### config.mk
export PLATFORM = sky130hd
export DESIGN_NAME = tdm_mux
export DESIGN_NICKNAME = d
export VERILOG_FILES = /design/src/rtl/tdm_mux.sv
export SDC_FILE = /design/constraint.sdc
export NUM_CORES = 1
export LEC_CHECK = 0
export CAP_MARGIN = 20
export CORE_AREA = 2 2 40 42
export CTS_CLUSTER_SIZE = 16
export DETAILED_ROUTE_END_ITERATION = 7
export DIE_AREA = 0 0 42 44
export PLACE_DENSITY_LB_ADDON = 0.1
export SKIP_CTS_REPAIR_TIMING = 1
export SLEW_MARGIN = 20
export SYNTH_ARGS = -nofsm -noshare
export SYNTH_HDL_FRONTEND = slang
export SYNTH_SLANG_ARGS = --single-unit
export TNS_END_PERCENT = 30
### constraint.sdc
create_clock -name clk -period 1.9 [get_ports clk]
set_input_delay 0.19 -clock clk [delete_from_list [all_inputs] [get_ports clk]]
set_output_delay 0.19 -clock clk [all_outputs]
set_load 0.02 [all_outputs]
### src/rtl/tdm_mux.sv
// Time-division multiplexer: manual channel select or auto scan with a registered output.
// Optional macro TDM_MUX_SKIP_EN: the scan skips channels whose ch_en bit is 0.
module tdm_mux #(
  parameter int WIDTH    = 1,
  parameter int CHANNELS = 4,
  localparam int SEL_W   = $clog2(CHANNELS)
) (
  input  logic                      clk,
  input  logic                      rst,
  input  logic [CHANNELS*WIDTH-1:0] din,
  input  logic [CHANNELS-1:0]       ch_en,
  input  logic                      mode,
  input  logic [SEL_W-1:0]          sel,
  input  logic                      advance,
  output logic [WIDTH-1:0]          y,
  output logic                      y_valid,
  output logic [SEL_W-1:0]          y_ch
);

  typedef enum logic [1:0] {IDLE, MANUAL, SCAN} state_t;

  localparam logic [SEL_W:0]   CH_CNT = (SEL_W+1)'(CHANNELS);
  localparam logic [SEL_W-1:0] LAST   = SEL_W'(CHANNELS - 1);

  state_t             state_q;
  logic [SEL_W-1:0]   ptr_q;
  logic [WIDTH-1:0]   y_q;
  logic               y_valid_q;
  logic [SEL_W-1:0]   y_ch_q;

  logic [WIDTH-1:0]   sel_data;
  logic [WIDTH-1:0]   ptr_data;
  logic               sel_legal;
  logic [SEL_W-1:0]   load_ptr;
  logic [SEL_W-1:0]   ptr_step_d;
  logic               scan_valid;

  // Compare-based muxes keep out-of-range indices (non power-of-two CHANNELS) harmless.
  always_comb begin
    sel_data = '0;
    ptr_data = '0;
    for (int k = 0; k < CHANNELS; k++) begin
      if (sel == SEL_W'(k))   sel_data = din[k*WIDTH +: WIDTH];
      if (ptr_q == SEL_W'(k)) ptr_data = din[k*WIDTH +: WIDTH];
    end
  end

  assign sel_legal = ({1'b0, sel} < CH_CNT);
  assign load_ptr  = sel_legal ? sel : '0;

`ifdef TDM_MUX_SKIP_EN
  logic found;

  // Nearest enabled channel after ptr in wrap order; ptr holds if no other channel is enabled.
  always_comb begin
    ptr_step_d = ptr_q;
    found      = 1'b0;
    for (int k = 1; k < CHANNELS; k++) begin
      if (!found && ch_en[(int'(ptr_q) + k) % CHANNELS]) begin
        ptr_step_d = SEL_W'((int'(ptr_q) + k) % CHANNELS);
        found      = 1'b1;
      end
    end
    scan_valid = ch_en[ptr_q];
  end
`else
  logic unused_ch_en;
  assign unused_ch_en = ^ch_en;
  assign ptr_step_d   = (ptr_q == LAST) ? '0 : ptr_q + SEL_W'(1);
  assign scan_valid   = 1'b1;
`endif

  // Output selection follows the current state; a mode change takes effect next cycle.
  always_ff @(posedge clk) begin
    if (rst) begin
      state_q   <= IDLE;
      ptr_q     <= '0;
      y_q       <= '0;
      y_valid_q <= 1'b0;
      y_ch_q    <= '0;
    end else begin
      case (state_q)
        IDLE: begin
          y_q       <= '0;
          y_valid_q <= 1'b0;
          y_ch_q    <= '0;
          if (mode) begin
            state_q <= SCAN;
            ptr_q   <= load_ptr;
          end else begin
            state_q <= MANUAL;
          end
        end
        MANUAL: begin
          y_q       <= sel_legal ? sel_data : '0;
          y_valid_q <= sel_legal;
          y_ch_q    <= load_ptr;
          if (mode) begin
            state_q <= SCAN;
            ptr_q   <= load_ptr;
          end
        end
        SCAN: begin
          y_q       <= scan_valid ? ptr_data : '0;
          y_valid_q <= scan_valid;
          y_ch_q    <= ptr_q;
          if (advance) ptr_q <= ptr_step_d;
          if (!mode)   state_q <= MANUAL;
        end
        default: state_q <= IDLE;
      endcase
    end
  end

  assign y       = y_q;
  assign y_valid = y_valid_q;
  assign y_ch    = y_ch_q;

endmodule
== After elaboration in Yosys (flattened, before gate mapping) ==
Cells that the tools add are included.

* Output and inout bits: 4
* Input bits: 14
* Register bits: 8

* Equality and inequality tests: 12
* Add/sub/neg operators: 1
* Muxes and demuxes: 19
* Reductions and logical operators: 10

{| class="wikitable"
|+ Operator list
! cell !! number
|-
| 2-to-1 mux 2 bit || 6
|-
| one-hot mux 2 bit (3 select lines) || 2
|-
| equality test 2 bit, second input constant || 5
|-
| 2-to-1 mux 1 bit || 8
|-
| equality test 2 x 1 -> 1 bit, second input constant || 3
|-
| zero test 2 bit || 3
|-
| != test 2 bit, second input constant || 3
|-
| one-hot mux 2 bit (2 select lines) || 1
|-
| nonzero test 2 bit || 2
|-
| OR reduction 2 bit || 2
|-
| one-hot mux 1 bit (3 select lines) || 1
|-
| AND reduction 3 bit || 1
|-
| nonzero test 3 bit || 1
|-
| adder 2 x 1 -> 2 bit, second input constant || 1
|-
| != test 2 x 1 -> 1 bit, second input constant || 1
|-
| one-hot mux 1 bit (2 select lines) || 1
|-
| AND reduction 2 bit || 1
|}

== Depth between registers and ports, before layout ==
Gate-level depths: netlist of the first run.

* Depth after elaboration: 6
* Gate-level depth with buffers: 6

== Worst setup path after synthesis of the first run ==
OpenSTA, ideal clock, no wires.

* Path kind: register -> register
* From: register state_q[0]
* To: register ptr_q[1]
* Library setup time: 0.128 ns
* Slack: 0.488 ns
* Data arrival time: 1.284 ns
* Cell stages (with the launch flop): 7
* Path buffers: 1
* Cells stage by stage: dfxtp_1 -> inv_1 -> ha_1 -> buf_6 -> mux2_2 -> nor4_1 -> nor3_1

* Word-level cells in the longest chain between the ends: 4
* Elaborated cells between the ends (all ways): 9
* Classes of those cells: eq/ne (4); mux (1); reduce/logical (4)

{| class="wikitable"
|+ RTL lines
! what !! line !! text
|-
| start, declared || 25 || <nowiki>state_t state_q;</nowiki>
|-
| start signal, assigned || 76 || <nowiki>state_q <= IDLE;</nowiki>
|-
| start signal, assigned || 88 || <nowiki>state_q <= SCAN;</nowiki>
|-
| start signal, assigned || 91 || <nowiki>state_q <= MANUAL;</nowiki>
|-
| equality test 2 x 1 -> 1 bit or zero test 2 bit (tied branches) || 82 || <nowiki>case (state_q)</nowiki>
|-
| OR reduction 2 bit (no line) || -- ||
|-
| != test 2 x 1 -> 1 bit (no line) or nonzero test 2 bit (tied branches) || -- ||
|-
| AND reduction 3 bit (no line) || -- ||
|-
| end signal, assigned || 89 || <nowiki>ptr_q <= load_ptr;</nowiki>
|-
| end signal, assigned || 100 || <nowiki>ptr_q <= load_ptr;</nowiki>
|-
| end signal, assigned || 107 || <nowiki>if (advance) ptr_q <= ptr_step_d;</nowiki>
|-
| end, declared || 26 || <nowiki>logic [SEL_W-1:0] ptr_q;</nowiki>
|}

Parallel ways exist; a longest one is shown, timed or not.
A chain may end at the register's enable or synchronous reset.

== Worst setup path after layout of the first run ==
* From: register state_q[0]
* To: register state_q[1]

* Word-level cells in the longest chain between the ends: 3
* Elaborated cells between the ends (all ways): 7
* Classes of those cells: eq/ne (4); mux (1); reduce/logical (2)

{| class="wikitable"
|+ RTL lines
! what !! line
|-
| equality test 2 bit or equality test 2 x 1 -> 1 bit (tied branches) || 82
|-
| != test 2 bit (no line) || --
|-
| AND reduction 2 bit (no line) || --
|}

Parallel ways exist; a longest one is shown, timed or not.

==> results.py, run 1 <==
metrics = {
    "global_route": {
        "first_global_vias": 450,
        "antenna_found_initial": 0,
        "gr-total-overflow": 0,
        "globalRouteTotalUtil_pct": 14.5,
        "grt_first_pass_wirelength_um": 1900,
        "grt_max_degree": 11,
    },
    "worst_setup_path": {
        "critical_path_class": "register to register",
        "arrival_ps": 1820,
        "path_max_fanout": 10,
        "required_ps": 2050,
        "worstRegToRegCells": 5,
        "start_kind": "register",
        "end_kind": "register",
        "rr_startpoint": "state_q[0]",
        "r2r-end": "state_q[1]",
        "reg2reg_slack_ps": 240,
    },
    "min_path": {
        "min_from": "y_valid",
        "hold_end": "y_valid",
        "hp-class": "register to register",
        "hold_depth": 2,
    },
    "clocking": {
        "clock_sinks": 8,
        "ctsHtreeMaxLevel": 1,
        "path_clk_slew_ps": 60,
        "cts.path.max_buffers": 2,
        "clockRootBuffer": "clkbuf_4",
        "clk-insertion-delay-late_ps": 260,
        "numCtsBuffers": 3,
        "cts_tree": "built",
    },
    "synthesis": {
        "synth_fa_ha_area_share_pct": 18.3,
        "netlist-cell-type-count": 31,
        "synthCells": 68,
        "synthMuxAreaShare_pct": 7.74,
        "async_flop_share_pct": 0,
        "ys_warn_count": 0,
        "ys_seq_area_share_pct": 26.1,
        "synth_top_family_by_area": "compound AO/OA/AOI/OAI gates",
        "synth-simple-area-share_pct": 14.5,
        "synth_edf_count": 0,
        "synth_area_per_cell_um2": 9.03,
        "synth-compound-area-share_pct": 26.7,
        "synth_seq_cells": 8,
        "synth_area_um2": 614,
        "synth_xor_area_share_pct": 0,
        "synth_top_flop_cell": "dfxtp_1",
        "synth_nets": 91,
    },
    "timing": {
        "maxSlewHeadroom_pct": 77.8,
        "fin_crit_sh_pct": 87.6,
        "max_freq_mhz": 601,
        "fin_crit_ps": 1660,
        "tightestPinTransition_ps": 333,
        "setup_viol_count_final": 0,
        "finalHoldViolations": 0,
        "finalClockSkew_ps": 0.818,
        "slew_viol_final": 0,
        "finalSetupTns_ps": 0,
        "grt_setup_unrepaired": "false",
    },
    "floorplanning": {
        "start_util_pct": 43.3,
        "die_height_um": 44,
        "io_pins": 18,
        "fp.dieArea_um2": 1850,
        "die_w_um": 42,
        "fp-row-count": 14,
        "core_area_um2": 1420,
    },
    "run_status": {
        "status": "finished clean",
    },
    "cells_and_area": {
        "num_antenna_cells": 0,
        "syn2layout_area_growth_pct": 25.7,
        "final_common_cell": "clkdlybuf4s50_1",
        "final_cell_mix": "13 x clkdlybuf4s50_1, 9 x ha_1, 8 x dfxtp_1",
        "drive_gt1_share_pct": 8.54,
        "final_util_pct": 54.4,
        "nets": 107,
        "fin_area_um2": 772,
    },
    "power": {
        "leakagePower_nw": 0.314,
        "ir_drop_mv": 0.476,
        "powerDensity_nw_per_um2": 1180,
    },
    "detailed_routing": {
        "m1WireLength_um": 595,
        "drtAntennaViolNets": 0,
        "drt-total-wl_um": 1210,
        "viasPerCell": 5.38,
        "remaining_drc_errors": 0,
        "dr_wl_met2_um": 548,
        "dr.pass1.iters": 4,
        "routedWlPerCell_um": 12.4,
        "wl_met3_um": 48,
        "top_layer": "met4",
        "initialDrtViolationCount": 14,
        "vias": 527,
    },
    "placed_design": {
        "placed_area_um2": 749,
        "portBuffers": 13,
        "place.gp.congestion": 0.684,
        "dp_hpwl_um": 918,
    },
    "job": {
        "drv_cap": 0,
    },
}
## state kept, by name, indices dropped and copies added (netlist names)
| name | cells |
|---|---|
| y | 1 |
| y_ch | 2 |
| state_q | 2 |
| y_valid | 1 |
| ptr_q | 2 |
## layout make-up
cell class	count	area [µm²]
Tap cell	16	20.0
Inverter	7	26.3
Clock buffer	3	22.5
Timing Repair Buffer	13	130
Fill cell	136	647
Multi-Input combinational cell	51	413
Sequential cell	8	160
## metal layers
metal,GRT usage (%),up-vias
li1,-,277
met1,17.0,238
met2,21.6,10
met3,3.75,2
met4,13.5,0
met5,0,-
## report_power, final
part | internal, W | total [W] | switching, W
Clock | 0.0000727 | 0.000137 | 0.0000638
Sequential | 0.000218 | 0.000285 | 0.0000662
Combinational | 0.000238 | 0.000488 | 0.000250
Total | 0.000529 | 0.000909 | 0.000380
## critical path: stages (launching register included)
cell and delay (ps):
dfxtp_1 440, inv_1 130, ha_1 340, mux2i_2 270, a21oi_1 100, a311oi_1 290
## worst max-delay path by stage
stage | slack [ps] | cells after the start | start | to
floorplan | 490 | 6 | state_q[0] | ptr_q[1]
global route | 160 | 4 | state_q[1] | ptr_q[1]
global placement | 310 | 4 | state_q[1] | ptr_q[1]
CTS | 260 | 5 | state_q[0] | state_q[1]
detailed placement | 280 | 5 | state_q[0] | state_q[1]
finish | 240 | 5 | state_q[0] | state_q[1]
## cells by family after synthesis
group | Yosys count
AO/OA/AOI/OAI | 22
AND/OR/NAND/NOR | 16
buffers and inverters | 9
adder cells (fa/ha/maj) | 9
flip-flops | 8
multiplexers | 4
## stage by stage
stage	total power [W]	hold slack [ps]	std cells	worst slack (ps)
CTS	0.000918	497	98	262
detailed placement	0.000774	484	95	278
finish	0.000909	496	98	236
global route	0.00100	537	98	162
global placement	0.000770	475	95	306
floorplan	0.000660	376	68	488
## synthesized netlist by cell type (2+ instances only)
master	instances	area, µm²
dfxtp_1	8	160
a22o_1	2	17.5
mux2_2	2	22.5
a31oi_1	2	12.5
inv_1	7	26.3
ha_1	9	113
a21oi_1	5	25.0
a311oi_1	2	17.5
a22oi_1	3	22.5
nand3_1	2	10.0
nor2_1	5	18.8
nor2b_1	2	12.5
Power figures use the tool's default switching activity.
==> run 2: changes to the inputs <==
--- a/config.mk
+++ b/config.mk
@@ -7,10 +7,12 @@
 export LEC_CHECK = 0
 export CAP_MARGIN = 20
 export CORE_AREA = 2 2 40 42
-export CTS_CLUSTER_SIZE = 16
+export CTS_CLUSTER_SIZE = 25
 export DETAILED_ROUTE_END_ITERATION = 7
 export DIE_AREA = 0 0 42 44
+export MAX_ROUTING_LAYER = met4
 export PLACE_DENSITY_LB_ADDON = 0.1
+export REMOVE_ABC_BUFFERS = 1
 export SKIP_CTS_REPAIR_TIMING = 1
 export SLEW_MARGIN = 20
 export SYNTH_ARGS = -nofsm -noshare
==> results.py, run 2 (same netlist as run 1, synthesis figures left out) <==
metrics = {
    "run_status": {
        "status": "finished clean",
    },
    "detailed_routing": {
        "remaining_drc_errors": 0,
        "initialDrtViolationCount": 5,
        "drt-total-wl_um": 1250,
        "drtAntennaViolNets": 0,
        "dr.pass1.iters": 5,
        "vias": 543,
        "viasPerCell": 5.54,
        "routedWlPerCell_um": 12.7,
    },
    "clocking": {
        "clockRootBuffer": "clkbuf_4",
        "clk-insertion-delay-late_ps": 250,
        "numCtsBuffers": 3,
        "path_clk_slew_ps": 50,
        "clock_sinks": 8,
        "cts.path.max_buffers": 2,
        "cts_tree": "built",
        "ctsHtreeMaxLevel": 1,
    },
    "min_path": {
        "hp-class": "register to register",
        "min_from": "y_valid",
        "hold_end": "y_valid",
        "hold_depth": 2,
    },
    "cells_and_area": {
        "nets": 107,
        "syn2layout_area_growth_pct": 25.7,
        "fillers": 138,
        "layout.cells.non_filler": 98,
        "final_cell_mix": "13 x clkdlybuf4s50_1, 9 x ha_1, 8 x dfxtp_1",
        "final_common_cell": "clkdlybuf4s50_1",
        "drive_gt1_share_pct": 8.54,
        "num_antenna_cells": 0,
    },
    "global_route": {
        "antenna_found_initial": 0,
        "first_global_vias": 510,
        "gr-total-overflow": 0,
        "grt_first_pass_wirelength_um": 2000,
        "grt_max_degree": 11,
        "globalRouteTotalUtil_pct": 14.8,
    },
    "placed_design": {
        "dp_cells": 95,
        "dp_hpwl_um": 951,
        "portBuffers": 13,
        "place.gp.congestion": 0.769,
    },
    "timing": {
        "grt_setup_unrepaired": "false",
        "finalHoldViolations": 0,
        "setup_viol_count_final": 0,
        "tightestPinTransition_ps": 340,
        "fin_crit_ps": 1620,
        "max_freq_mhz": 619,
        "finalClockSkew_ps": 10.2,
        "slew_viol_final": 0,
        "fin_crit_sh_pct": 85.0,
        "finalSetupTns_ps": 0,
        "maxSlewHeadroom_pct": 77.3,
    },
    "worst_setup_path": {
        "r2r-end": "state_q[1]",
        "worstRegToRegCells": 5,
        "end_kind": "register",
        "cp_slowest_stage_delay_ps": 430,
        "cpLargestDelayFamily": "flip-flops",
        "path_max_fanout": 10,
        "arrival_ps": 1770,
        "reg2reg_slack_ps": 280,
        "start_kind": "register",
        "path_cells": "inv_1 > ha_1 > mux2i_2 > a21oi_1 > a311oi_1",
        "critical_path_class": "register to register",
        "rr_startpoint": "state_q[0]",
        "required_ps": 2050,
        "crit_buf_inv": 1,
        "slowest_stage": "dfxtp_1",
    },
    "floorplanning": {
        "die_height_um": 44,
        "io_pins": 18,
        "fp-row-count": 14,
        "fp.dieArea_um2": 1850,
        "die_w_um": 42,
        "core_area_um2": 1420,
        "start_util_pct": 43.3,
    },
    "job": {
        "drv_cap": 0,
    },
    "power": {
        "leakagePower_nw": 0.314,
        "ir_drop_mv": 0.442,
        "powerDensity_nw_per_um2": 1170,
        "total_power_w": 0.000906,
    },
}
run 2: final cells by class:
type,count,area (µm²),area share (%)
sequential,8,160,20.7
tap,16,20.0,2.59
clock buffer,3,22.5,2.92
inverter,7,26.3,3.40
multi-input combinational,51,413,53.5
timing repair buffer,13,130,16.9
run 2: how the worst max path moves through the flow:
stage	slack (ps)	to	depth (start not counted)	startpoint
finish	280	state_q[1]	5	state_q[0]
global placement	300	ptr_q[1]	5	state_q[0]
global route	140	ptr_q[1]	5	state_q[0]
floorplan	470	ptr_q[1]	5	state_q[0]
detailed placement	280	state_q[1]	5	state_q[0]
CTS	270	state_q[1]	5	state_q[0]
run 2: where the power goes:
part	total, W	switching, W	internal [W]
clock network	0.000131	0.0000584	0.0000724
registers	0.000284	0.0000657	0.000219
logic	0.000491	0.000253	0.000239
total	0.000906	0.000377	0.000529
run 2: through the flow:
stage | setup WS, ps | util (%) | hold slack (ps) | instance area, µm²
after global routing | 135 | 54.4 | 536 | 772
final | 284 | 54.4 | 506 | 772
after global placement | 305 | 52.8 | 476 | 749
after CTS | 273 | 54.4 | 519 | 772
after floorplan | 473 | - | 259 | 599
after detailed placement | 284 | 52.8 | 506 | 749
run 2: worst register-to-register path, stage by stage (launching register included):
cell and delay, ps:
dfxtp_1 430, inv_1 130, ha_1 330, mux2i_2 280, a21oi_1 100, a311oi_1 250
run 2: layer usage:
layer	up-vias	routed length (µm)	share of wire [%]	global-route usage, %
met5	-	0	0	-
met4	0	10	0.80	5.81
met3	2	56	4.5	4.17
met2	9	583	47	24.7
met1	254	595	48	16.7
li1	278	-	-	-
